**src/rtl/clk_div_ctrl_if.sv**
```systemverilog
// ---------------------------------------------------------------------------
// clk_div_ctrl_if
// Bundles the control inputs and the generated-clock outputs of clk_div_ctrl.
//   mode        2      00 RUN, 01 STEP, 10 HALT, 11 RUN
//   div         DIV_W  half-period in raw_clk cycles (0 behaves as 1)
//   manual_clk  1      raw step button, asynchronous
//   clk         1      generated CPU clock
//   pclk        1      one-cycle strobe on each clk rising edge
//   cycle_cnt   CNT_W  clk rising edges since reset (wrapping)
//   busy        1      single-step period in progress
// master: the controlling side; slave: the clock generator.
// ---------------------------------------------------------------------------
interface clk_div_ctrl_if #(
    parameter int DIV_W = 16,
    parameter int CNT_W = 32
);
    logic [1:0]       mode;
    logic [DIV_W-1:0] div;
    logic             manual_clk;
    logic             clk;
    logic             pclk;
    logic [CNT_W-1:0] cycle_cnt;
    logic             busy;

    modport master (
        output mode, div, manual_clk,
        input  clk, pclk, cycle_cnt, busy
    );

    modport slave (
        input  mode, div, manual_clk,
        output clk, pclk, cycle_cnt, busy
    );
endinterface

```
**src/rtl/clk_div_ctrl.sv**
```systemverilog
// ---------------------------------------------------------------------------
// clk_div_ctrl
// Programmable CPU clock generator running from raw_clk, with RUN / STEP /
// HALT modes, a debounced single-step button, a rising-edge strobe and a
// rising-edge counter.
// Ports:
//   i_raw_clk  board clock, all registers use its rising edge
//   i_rst      asynchronous, active-high reset
//   bus        clk_div_ctrl_if.slave (mode, div, manual_clk in;
//              clk, pclk, cycle_cnt, busy out)
//
// state     | meaning
// S_IDLE    | divider held, clk=0; tracks div; waits for RUN or a step press
// S_RUN     | free-running divider; leaves only on a clk 1->0 edge
// S_STEP_HI | high phase of a single step
// S_STEP_LO | low phase of a single step; ends in IDLE without a new rise
// ---------------------------------------------------------------------------
module clk_div_ctrl #(
    parameter int DIV_W   = 16,
    parameter int CNT_W   = 32,
    parameter int DEB_CYC = 65536
) (
    input  logic                i_raw_clk,
    input  logic                i_rst,
    clk_div_ctrl_if.slave       bus
);
    localparam int              DEB_W    = $clog2(DEB_CYC + 1);
    localparam logic [DEB_W-1:0] DEB_LAST = DEB_W'(DEB_CYC - 1);

    typedef enum logic [1:0] {
        S_IDLE,
        S_RUN,
        S_STEP_HI,
        S_STEP_LO
    } state_t;

    state_t           r_state, w_state_nxt;
    logic [DIV_W-1:0] r_ph_cnt, w_ph_cnt_nxt;
    logic [DIV_W-1:0] r_div_sh, w_div_sh_nxt;
    logic             r_clk, w_clk_nxt;
    logic             r_pclk, w_pclk_nxt;
    logic             r_busy, w_busy_nxt;
    logic [CNT_W-1:0] r_cyc_cnt, w_cyc_cnt_nxt;

    logic             r_sync1, r_sync2, r_deb_lvl, r_step_req;
    logic [DEB_W-1:0] r_deb_cnt;

    logic [DIV_W-1:0] w_div_eff;
    logic [DIV_W-1:0] w_ph_inc;
    logic             w_tc;
    logic             w_run_mode;
    logic             w_step_mode;

    assign w_div_eff   = (bus.div == '0) ? DIV_W'(1) : bus.div;
    assign w_ph_inc    = r_ph_cnt + DIV_W'(1);
    // One extra bit so an all-ones divider does not wrap the compare.
    assign w_tc        = ({1'b0, r_ph_cnt} + (DIV_W+1)'(1)) >= {1'b0, r_div_sh};
    assign w_run_mode  = (bus.mode == 2'b00) || (bus.mode == 2'b11);
    assign w_step_mode = (bus.mode == 2'b01);

    // Button: two-flop synchroniser, then a level is accepted after DEB_CYC
    // consecutive samples that differ from the currently accepted level.
    always_ff @(posedge i_raw_clk or posedge i_rst) begin
        if (i_rst) begin
            r_sync1    <= 1'b0;
            r_sync2    <= 1'b0;
            r_deb_lvl  <= 1'b0;
            r_deb_cnt  <= '0;
            r_step_req <= 1'b0;
        end else begin
            r_sync1    <= bus.manual_clk;
            r_sync2    <= r_sync1;
            r_step_req <= 1'b0;
            if (r_sync2 == r_deb_lvl) begin
                r_deb_cnt <= '0;
            end else if (r_deb_cnt >= DEB_LAST) begin
                r_deb_cnt  <= '0;
                r_deb_lvl  <= r_sync2;
                r_step_req <= r_sync2;
            end else begin
                r_deb_cnt <= r_deb_cnt + DEB_W'(1);
            end
        end
    end

    always_ff @(posedge i_raw_clk or posedge i_rst) begin
        if (i_rst) begin
            r_state   <= S_IDLE;
            r_ph_cnt  <= '0;
            r_div_sh  <= DIV_W'(1);
            r_clk     <= 1'b0;
            r_pclk    <= 1'b0;
            r_busy    <= 1'b0;
            r_cyc_cnt <= '0;
        end else begin
            r_state   <= w_state_nxt;
            r_ph_cnt  <= w_ph_cnt_nxt;
            r_div_sh  <= w_div_sh_nxt;
            r_clk     <= w_clk_nxt;
            r_pclk    <= w_pclk_nxt;
            r_busy    <= w_busy_nxt;
            r_cyc_cnt <= w_cyc_cnt_nxt;
        end
    end

    always_comb begin
        w_state_nxt   = r_state;
        w_ph_cnt_nxt  = r_ph_cnt;
        w_div_sh_nxt  = r_div_sh;
        w_clk_nxt     = r_clk;
        w_pclk_nxt    = 1'b0;
        w_busy_nxt    = r_busy;
        w_cyc_cnt_nxt = r_cyc_cnt;

        case (r_state)
            S_IDLE: begin
                // No phase in flight, so div_sh can follow div freely here;
                // the first phase after leaving IDLE uses the current div.
                w_ph_cnt_nxt = '0;
                w_clk_nxt    = 1'b0;
                w_div_sh_nxt = w_div_eff;
                if (w_run_mode) begin
                    w_state_nxt = S_RUN;
                end else if (w_step_mode && r_step_req) begin
                    // A step starts with a rising edge at once.
                    w_state_nxt   = S_STEP_HI;
                    w_clk_nxt     = 1'b1;
                    w_pclk_nxt    = 1'b1;
                    w_cyc_cnt_nxt = r_cyc_cnt + CNT_W'(1);
                    w_busy_nxt    = 1'b1;
                end
            end

            S_RUN: begin
                if (w_tc) begin
                    w_ph_cnt_nxt = '0;
                    w_clk_nxt    = ~r_clk;
                    w_div_sh_nxt = w_div_eff;
                    if (!r_clk) begin
                        w_pclk_nxt    = 1'b1;
                        w_cyc_cnt_nxt = r_cyc_cnt + CNT_W'(1);
                    end else if (!w_run_mode) begin
                        // Leaving only on a falling edge keeps the high
                        // phase whole.
                        w_state_nxt = S_IDLE;
                    end
                end else begin
                    w_ph_cnt_nxt = w_ph_inc;
                end
            end

            S_STEP_HI: begin
                if (w_tc) begin
                    w_ph_cnt_nxt = '0;
                    w_clk_nxt    = 1'b0;
                    w_div_sh_nxt = w_div_eff;
                    w_state_nxt  = S_STEP_LO;
                end else begin
                    w_ph_cnt_nxt = w_ph_inc;
                end
            end

            S_STEP_LO: begin
                if (w_tc) begin
                    w_ph_cnt_nxt = '0;
                    w_busy_nxt   = 1'b0;
                    w_state_nxt  = S_IDLE;
                end else begin
                    w_ph_cnt_nxt = w_ph_inc;
                end
            end

            default: begin
                w_state_nxt = S_IDLE;
            end
        endcase
    end

    assign bus.clk       = r_clk;
    assign bus.pclk      = r_pclk;
    assign bus.cycle_cnt = r_cyc_cnt;
    assign bus.busy      = r_busy;
endmodule

```
**src/flat_wrapper.sv**
```systemverilog
// flat-port wrapper written by rule: the top's interface ports become plain ports
module clk_div_ctrl_flat 
#(
    parameter int DIV_W   = 16,
    parameter int CNT_W   = 32,
    parameter int DEB_CYC = 65536
)
  (i_raw_clk, i_rst, bus_mode, bus_div, bus_manual_clk, bus_clk, bus_pclk, bus_cycle_cnt, bus_busy);
  clk_div_ctrl_if #(.DIV_W(DIV_W), .CNT_W(CNT_W)) bus_i ();
  input  logic i_raw_clk;
  input  logic i_rst;
  input wire logic [$bits(bus_i.mode)-1:0] bus_mode;
  input wire logic [$bits(bus_i.div)-1:0] bus_div;
  input wire logic [$bits(bus_i.manual_clk)-1:0] bus_manual_clk;
  output wire logic [$bits(bus_i.clk)-1:0] bus_clk;
  output wire logic [$bits(bus_i.pclk)-1:0] bus_pclk;
  output wire logic [$bits(bus_i.cycle_cnt)-1:0] bus_cycle_cnt;
  output wire logic [$bits(bus_i.busy)-1:0] bus_busy;
  assign bus_i.mode = bus_mode;
  assign bus_i.div = bus_div;
  assign bus_i.manual_clk = bus_manual_clk;
  assign bus_clk = bus_i.clk;
  assign bus_pclk = bus_i.pclk;
  assign bus_cycle_cnt = bus_i.cycle_cnt;
  assign bus_busy = bus_i.busy;
  clk_div_ctrl #(.DIV_W(DIV_W), .CNT_W(CNT_W), .DEB_CYC(DEB_CYC)) u_core (.i_raw_clk(i_raw_clk), .i_rst(i_rst), .bus(bus_i));
endmodule
```
**config.mk**
```make
export PLATFORM = sky130hd
export DESIGN_NAME = clk_div_ctrl_flat
export DESIGN_NICKNAME = d
export VERILOG_FILES = /design/src/rtl/clk_div_ctrl_if.sv /design/src/rtl/clk_div_ctrl.sv /design/src/flat_wrapper.sv
export SDC_FILE = /design/constraint.sdc
export NUM_CORES = 1
export LEC_CHECK = 0
export ABC_AREA = 0
export ABC_CLOCK_PERIOD_IN_PS = 4100
export CELL_PAD_IN_SITES_DETAIL_PLACEMENT = 0
export CELL_PAD_IN_SITES_GLOBAL_PLACEMENT = 1
export CORE_MARGIN = 3
export CORE_UTILIZATION = 45
export DETAILED_ROUTE_END_ITERATION = 6
export PLACE_DENSITY = 0.81
export SLEW_MARGIN = 20
export SYNTH_ARGS = -nofsm -noshare
export SYNTH_HDL_FRONTEND = slang
export SYNTH_SLANG_ARGS = --single-unit
```
**constraint.sdc**
```tcl
create_clock -name i_raw_clk -period 4.1 [get_ports i_raw_clk]
set_clock_uncertainty 0.15 [all_clocks]
set_input_delay 0.82 -clock i_raw_clk [delete_from_list [all_inputs] [get_ports i_raw_clk]]
set_output_delay 0.82 -clock i_raw_clk [all_outputs]
set_load 0.005 [all_outputs]
```
### After elaboration in Yosys (flattened, before gate mapping)

Index checks and enable logic that the tools add are counted.

| storage, ports and cells | value |
|---|---|
| flip-flop bits (word level) | 90 |
| bits in latches | 0 |
| RAM bits | 0 |
| bits in read-only memories | 0 |
| bits of input ports | 21 |
| output and inout port bits | 35 |
| logic and storage cells | 86 |
| memories kept | 0 |

| operators by class | value |
|---|---|
| add/sub/neg operators | 4 |
| multipliers | 0 |
| divide/modulo/power cells | 0 |
| magnitude comparators | 2 |
| eq/ne operators | 16 |
| shifts and indexed selects | 0 |
| muxes and demuxes | 33 |
| bitwise gates (word level) | 2 |
| reductions and logical operators | 17 |

Operator list:

| kind | number |
|---|---|
| $mux W32 | 4 |
| $pmux W16 S2 | 2 |
| $pmux W32 S2 | 1 |
| $mux W16 | 3 |
| $mux W17 | 2 |
| $add A32 B1 Y32 const B | 1 |
| $add A16 B1 Y17 const B | 1 |
| $add A17 B1 Y17 const B | 1 |
| $ge A17 B16 Y1 | 1 |
| $ge A17 B16 Y1 const B | 1 |
| $add A16 B1 Y16 const B | 1 |
| $logic_not A16 Y1 | 1 |
| $mux W2 | 7 |
| $ne A2 B1 Y1 const B | 6 |
| $mux W1 | 10 |
| $pmux W2 S4 | 1 |
| $eq A2 B2 Y1 const B | 3 |
| $ne A2 B2 Y1 const B | 3 |
| $reduce_and A6 Y1 | 1 |
| $reduce_bool A2 Y1 | 3 |
| $reduce_and A5 Y1 | 1 |
| $eq A2 B1 Y1 const B | 2 |
| $logic_not A2 Y1 | 2 |
| $pmux W1 S2 | 2 |
| 12 further kinds | 14 |

### Depth between registers and ports, before layout

| logic depth | value |
|---|---|
| word-level depth | 6 |
| mapped depth | 14 |
| depth with buffers taken out | 12 |

### Worst setup path after synthesis

No wires, ideal clock.

| timing | value |
|---|---|
| path kind | register to register |
| start | register u_core.r_ph_cnt[2] |
| end | register u_core.r_div_sh[15] |
| library setup time | 125 ps |
| arrival | 2900 ps |
| data required time | 3825 ps |
| path slack | 926 ps |
| stages on the path, launching flop included | 15 |
| buffers on the path | 2 |
| clock period less this slack | 3174 ps |
| cell sequence | dfrtp_1 and4_1 buf_4 nand4_1 nor2_1 and3_1 xor2_1 ha_1 nand3_1 nor3_1 o211ai_1 nand4_1 mux2_2 buf_4 mux2_2 |

| between the ends | value |
|---|---|
| longest elaborated chain between the ends | 4 |

RTL lines:

| element | line | text |
|---|---|---|
| start, declared | clk_div_ctrl.sv:38 | `logic [DIV_W-1:0] r_ph_cnt, w_ph_cnt_nxt;` |
| start signal, assigned | clk_div_ctrl.sv:97 | `r_ph_cnt <= w_ph_cnt_nxt;` |
| $add A16 B1 Y17 | clk_div_ctrl.sv:57 | `assign w_tc = ({1'b0, r_ph_cnt} + (DIV_W+1)'(1)) >= {1'b0, r_div_sh};` |
| $ge A17 B16 Y1 | clk_div_ctrl.sv:57 |  |
| $ne A2 B1 Y1 (no source line) | -- |  |
| $reduce_and A2 Y1 (no source line) | -- |  |
| end signal, assigned | clk_div_ctrl.sv:98 | `r_div_sh <= w_div_sh_nxt;` |
| end, declared | clk_div_ctrl.sv:39 | `logic [DIV_W-1:0] r_div_sh, w_div_sh_nxt;` |

No other way between the ends.
A chain may end at the register's enable or synchronous reset.

### Final worst setup path

| timing | value |
|---|---|
| start | register u_core.r_ph_cnt[0] |
| end | register u_core.r_cyc_cnt[29], in the netlist u_core.bus.cycle_cnt[29] |

| between the ends | value |
|---|---|
| longest elaborated chain between the ends | 4 |

RTL lines:

| element | line | text |
|---|---|---|
| $add A16 B1 Y17 | clk_div_ctrl.sv:57 |  |
| $ge A17 B16 Y1 | clk_div_ctrl.sv:57 |  |
| $ne A2 B1 Y1 (no source line) | -- |  |
| $reduce_and A5 Y1 (no source line) | -- |  |
| end signal, assigned | clk_div_ctrl.sv:102 | `r_cyc_cnt <= w_cyc_cnt_nxt;` |
| end, declared | clk_div_ctrl.sv:43 | `logic [CNT_W-1:0] r_cyc_cnt, w_cyc_cnt_nxt;` |

No other way between the ends.

==> results by group <==
Min path
  • Min-Delay Startpoint: u_core.r_sync1
  • Worst hold path endpoint: u_core.r_sync2
  • Instance count along the most critical hold path: 0
  • Path class of the lowest-slack min-delay path: flop to flop

Setup path
  • End of the worst register-to-register path: u_core.bus.cycle_cnt[29]
  • Register-to-Register Setup Slack: 480 ps
  • Data required time of the worst path: 4230 ps
  • Element type at the critical path start: flop
  • Crit. End Element: flop
  • Worst EP arrival: 3750 ps
  • Cells along the critical path: ha_1 > and4_1 > nand2_1 > nor2_1 > xnor2_1 > ha_1 > nand3_1 > nor3_1 > o211ai_1 > a41o_1 > buf_4 > nor4_2 > xor2_1
  • Reg-to-Reg Start: u_core.r_ph_cnt[0]
  • Path type of the worst setup path: flop to flop
  • Crit path max fanout: 13
  • Most common cell on crit path: sky130_fd_sc_hd__ha_1
  • Crit path max-delay cell type: sky130_fd_sc_hd__dfrtp_1
  • Crit-path max cell delay: 480 ps
  • Cells on worst reg2reg path: 13

Floorplanning
  • Top-level I/O count: 56
  • Vertical extent of the die: 108.8 um
  • Total Die Area: 0.01184 mm^2
  • Initial standard-cell utilization of the core: 47.35%
  • Standard-cell row count: 36
  • Overall die width: 108.8 um
  • Placeable Area: 0.01004 mm^2

Power and ir drop
  • Total power density per cell area: 461.3 mW/mm^2
  • Maximum vdd ir drop: 0.3252 mV
  • Leakage power: 0.002578 uW

Yosys
  • Synthesized Nets: 484
  • Post-synthesis sequential area ratio: 47.38%
  • Mean post-synth cell area: 10.88 um^2
  • Syn Std Cell Area: 0.004756 mm^2
  • Top post-synthesis cells by area: sky130_fd_sc_hd__dfrtp_1, sky130_fd_sc_hd__xor2_1, sky130_fd_sc_hd__ha_1, sky130_fd_sc_hd__mux2_2, sky130_fd_sc_hd__xnor2_1
  • Cell type contributing the most total cell area after synthesis: sky130_fd_sc_hd__dfrtp_1
  • Synth warnings: 0
  • Top-area cell type share of the netlist area: 46.83%
  • Dominant synthesized flop cell: sky130_fd_sc_hd__dfrtp_1
  • Number of storage elements in the synthesis netlist: 90
  • Async set-or-reset flop fraction in the synthesized netlist: 100.0%
  • Cell with the most instances after synthesis: sky130_fd_sc_hd__dfrtp_1
  • Post-synth EDFFs: 0
  • Gate count after technology mapping: 437
  • Count of cell types in the netlist: 45
  • Most used standard cells in the synthesized netlist: sky130_fd_sc_hd__dfrtp_1, sky130_fd_sc_hd__xor2_1, sky130_fd_sc_hd__nor2_1

Timing
  • Final Hold Violating Endpoints: 0
  • TNS Setup: 0 ps
  • RSZ-0062 raised after global routing: no
  • Maximum achievable frequency: 276.5 MHz
  • Remaining max-slew budget at the tightest pin: 47.86%
  • Setup-violating endpoint count in the final report: 0
  • Period minus WS final: 3617 ps
  • Final max-slew violation count: 0
  • Period utilization: 88.21%
  • Transition time at the pin with the least slew margin: 781.2 ps

Final layout
  • P&R area growth vs syn: 18.97%
  • Area of the multi-input gates: 0.002345 mm^2
  • Net total in the final layout: 542
  • Register Area: 0.002253 mm^2
  • Antenna fix cells: 0
  • Number of fill cells in the layout: 891
  • Final instance area: 0.005658 mm^2
  • Fraction of layout cells with a size suffix above 1: 12.40%

Run status
  • Run status: finished clean

Route
  • Remaining antenna violation count after routing: 0
  • Via density: 5.253
  • Drt pass-1 iters: 4
  • Number of DRC markers in iteration 0: 83
  • Routed length per instance: 14.77 um
  • Final wirelength: 9352 um
  • Total vias in the final route: 3,325
  • DRC violations left: 0

CTS
  • Buffer cell driving the clock tree root: sky130_fd_sc_hd__clkbuf_8
  • Setup Fix Bufs, Post-CTS: 0
  • Count of cells resized by post-cts repair: 0
  • Register clock-pin slew on the reported worst setup and hold paths: 90 ps
  • Number of clock buffers inserted by TritonCTS: 9
  • Clk sinks: 90
  • Later-pin clock latency in the skew report: 360 ps
  • Longest Clk Path Bufs: 2
  • CTS hold repair buffers: 0
  • CTS tree: yes
  • Max H-tree Level: 3

Placed design
  • Dpl hpwl: 6925 um
  • Area of placed instances: 0.005445 mm^2
  • Port buffer count: 55
  • Routability cong.: 0.8659

Global route
  • Number of global-route vias before repair: 3,232
  • Antenna violations before repair: 0
  • Global-route wire length before repair: 15,880 um
  • Pin count of the biggest net entering global routing: 47
  • Combined global-route utilization of all metal layers: 17.22%
  • Sum of overflow across all layers after global routing: 0

Job
  • Max-cap viol count: 0
-- flip-flops by register name, summed over array words and instances (netlist names), 2 cells and up --
name                  count
u_core.r_state            2
u_core.r_div_sh          16
u_core.r_deb_cnt         17
u_core.r_ph_cnt          16
u_core.bus.cycle_cnt     32
-- worst max-delay path by stage --
stage	start	end	slack (ps)	depth (start not counted)
2_1_floorplan	i_rst	u_core.bus.busy	800	1
3_3_place_gp	u_core.r_ph_cnt[0]	u_core.bus.cycle_cnt[30]	620	13
3_5_place_dp	u_core.r_ph_cnt[0]	u_core.bus.cycle_cnt[29]	520	13
4_1_cts	u_core.r_ph_cnt[0]	u_core.bus.cycle_cnt[29]	480	13
5_1_grt	u_core.r_ph_cnt[0]	u_core.bus.cycle_cnt[29]	100	13
6_report	u_core.r_ph_cnt[0]	u_core.bus.cycle_cnt[29]	480	13
-- logic make-up (layout without fill, tap and decap cells) --
| family | count (synthesis) | in the layout | synth area share (%) |
|---|---|---|---|
| AOI/OAI and AO/OA | 25 | 25 | 3.657 |
| xor gates and xnor gates | 60 | 60 | 11.05 |
| buffers and inverters | 36 | 99 | 3.315 |
| and+or+nand+nor | 177 | 177 | 22.36 |
| muxes | 23 | 23 | 5.393 |
| adders and majority gates | 26 | 26 | 6.840 |
| DFF | 90 | 90 | 47.38 |
-- layout make-up --
class	count	area share [%]
inverters	25	1.681
well taps	133	2.941
flip-flops and latches	90	39.83
clock buffers	11	2.676
repair buffers	58	10.35
multi-input cells	311	41.44
clock inverters	5	1.084
-- cells in the final DEF (no fill, tap or decap), drive strengths merged, types with 3 or more instances in the layout --
cell type,n
a21oi,5
buf,3
clkbuf,11
and4,7
nor4,13
and2,5
nand3,24
and3,11
xnor2,21
mux2,21
nand2b,4
clkinvlp,3
xor2,39
inv,25
ha,26
nor2,33
o21ai,5
nand4,9
nor3,13
nor2b,16
nor4b,7
clkdlybuf4s50,55
nand3b,3
nand2,26
dfrtp,89
-- layer usage --
layer  part of all wire [%]  routed length [um]  GRT usage [%]
met1                     47                4385          23.31
met2                     48                4460          26.65
met4                    2.1                 201          6.492
met5                      0                   0              0
met3                    3.3                 304          4.500
-- worst max-delay path, delay by kind of cell (launching register included) --
kind                     cells  cell delay (ps)
adder cells (fa/ha/maj)      2              600
AND/OR/NAND/NOR              6             1200
AO/OA/AOI/OAI                2              550
buffers and inverters        1              280
flip-flops                   1              480
XOR/XNOR                     2              280
-- through the flow --
step	setup WS [ps]	hold WS (ps)	power [uW]	cells	utilization, %
finish	483.4	215.0	2610	633	56.33
global route	103.1	218.9	2799	633	56.33
CTS	476.0	216.5	2648	633	56.33
detailed placement	515.7	194.9	2008	617	54.21
global placement	623.7	182.3	1978	617	54.21
floorplan	796.4	181.2	1776	437	-
-- where the power goes --
| part | internal (uW) | total [uW] | switching (uW) |
|---|---|---|---|
| Sequential | 1030 | 1130 | 106 |
| Clock | 317 | 630 | 313 |
| Combinational | 394 | 848 | 454 |
| Total | 1740 | 2610 | 873 |
No activity file was read; power rests on OpenSTA's default activity.
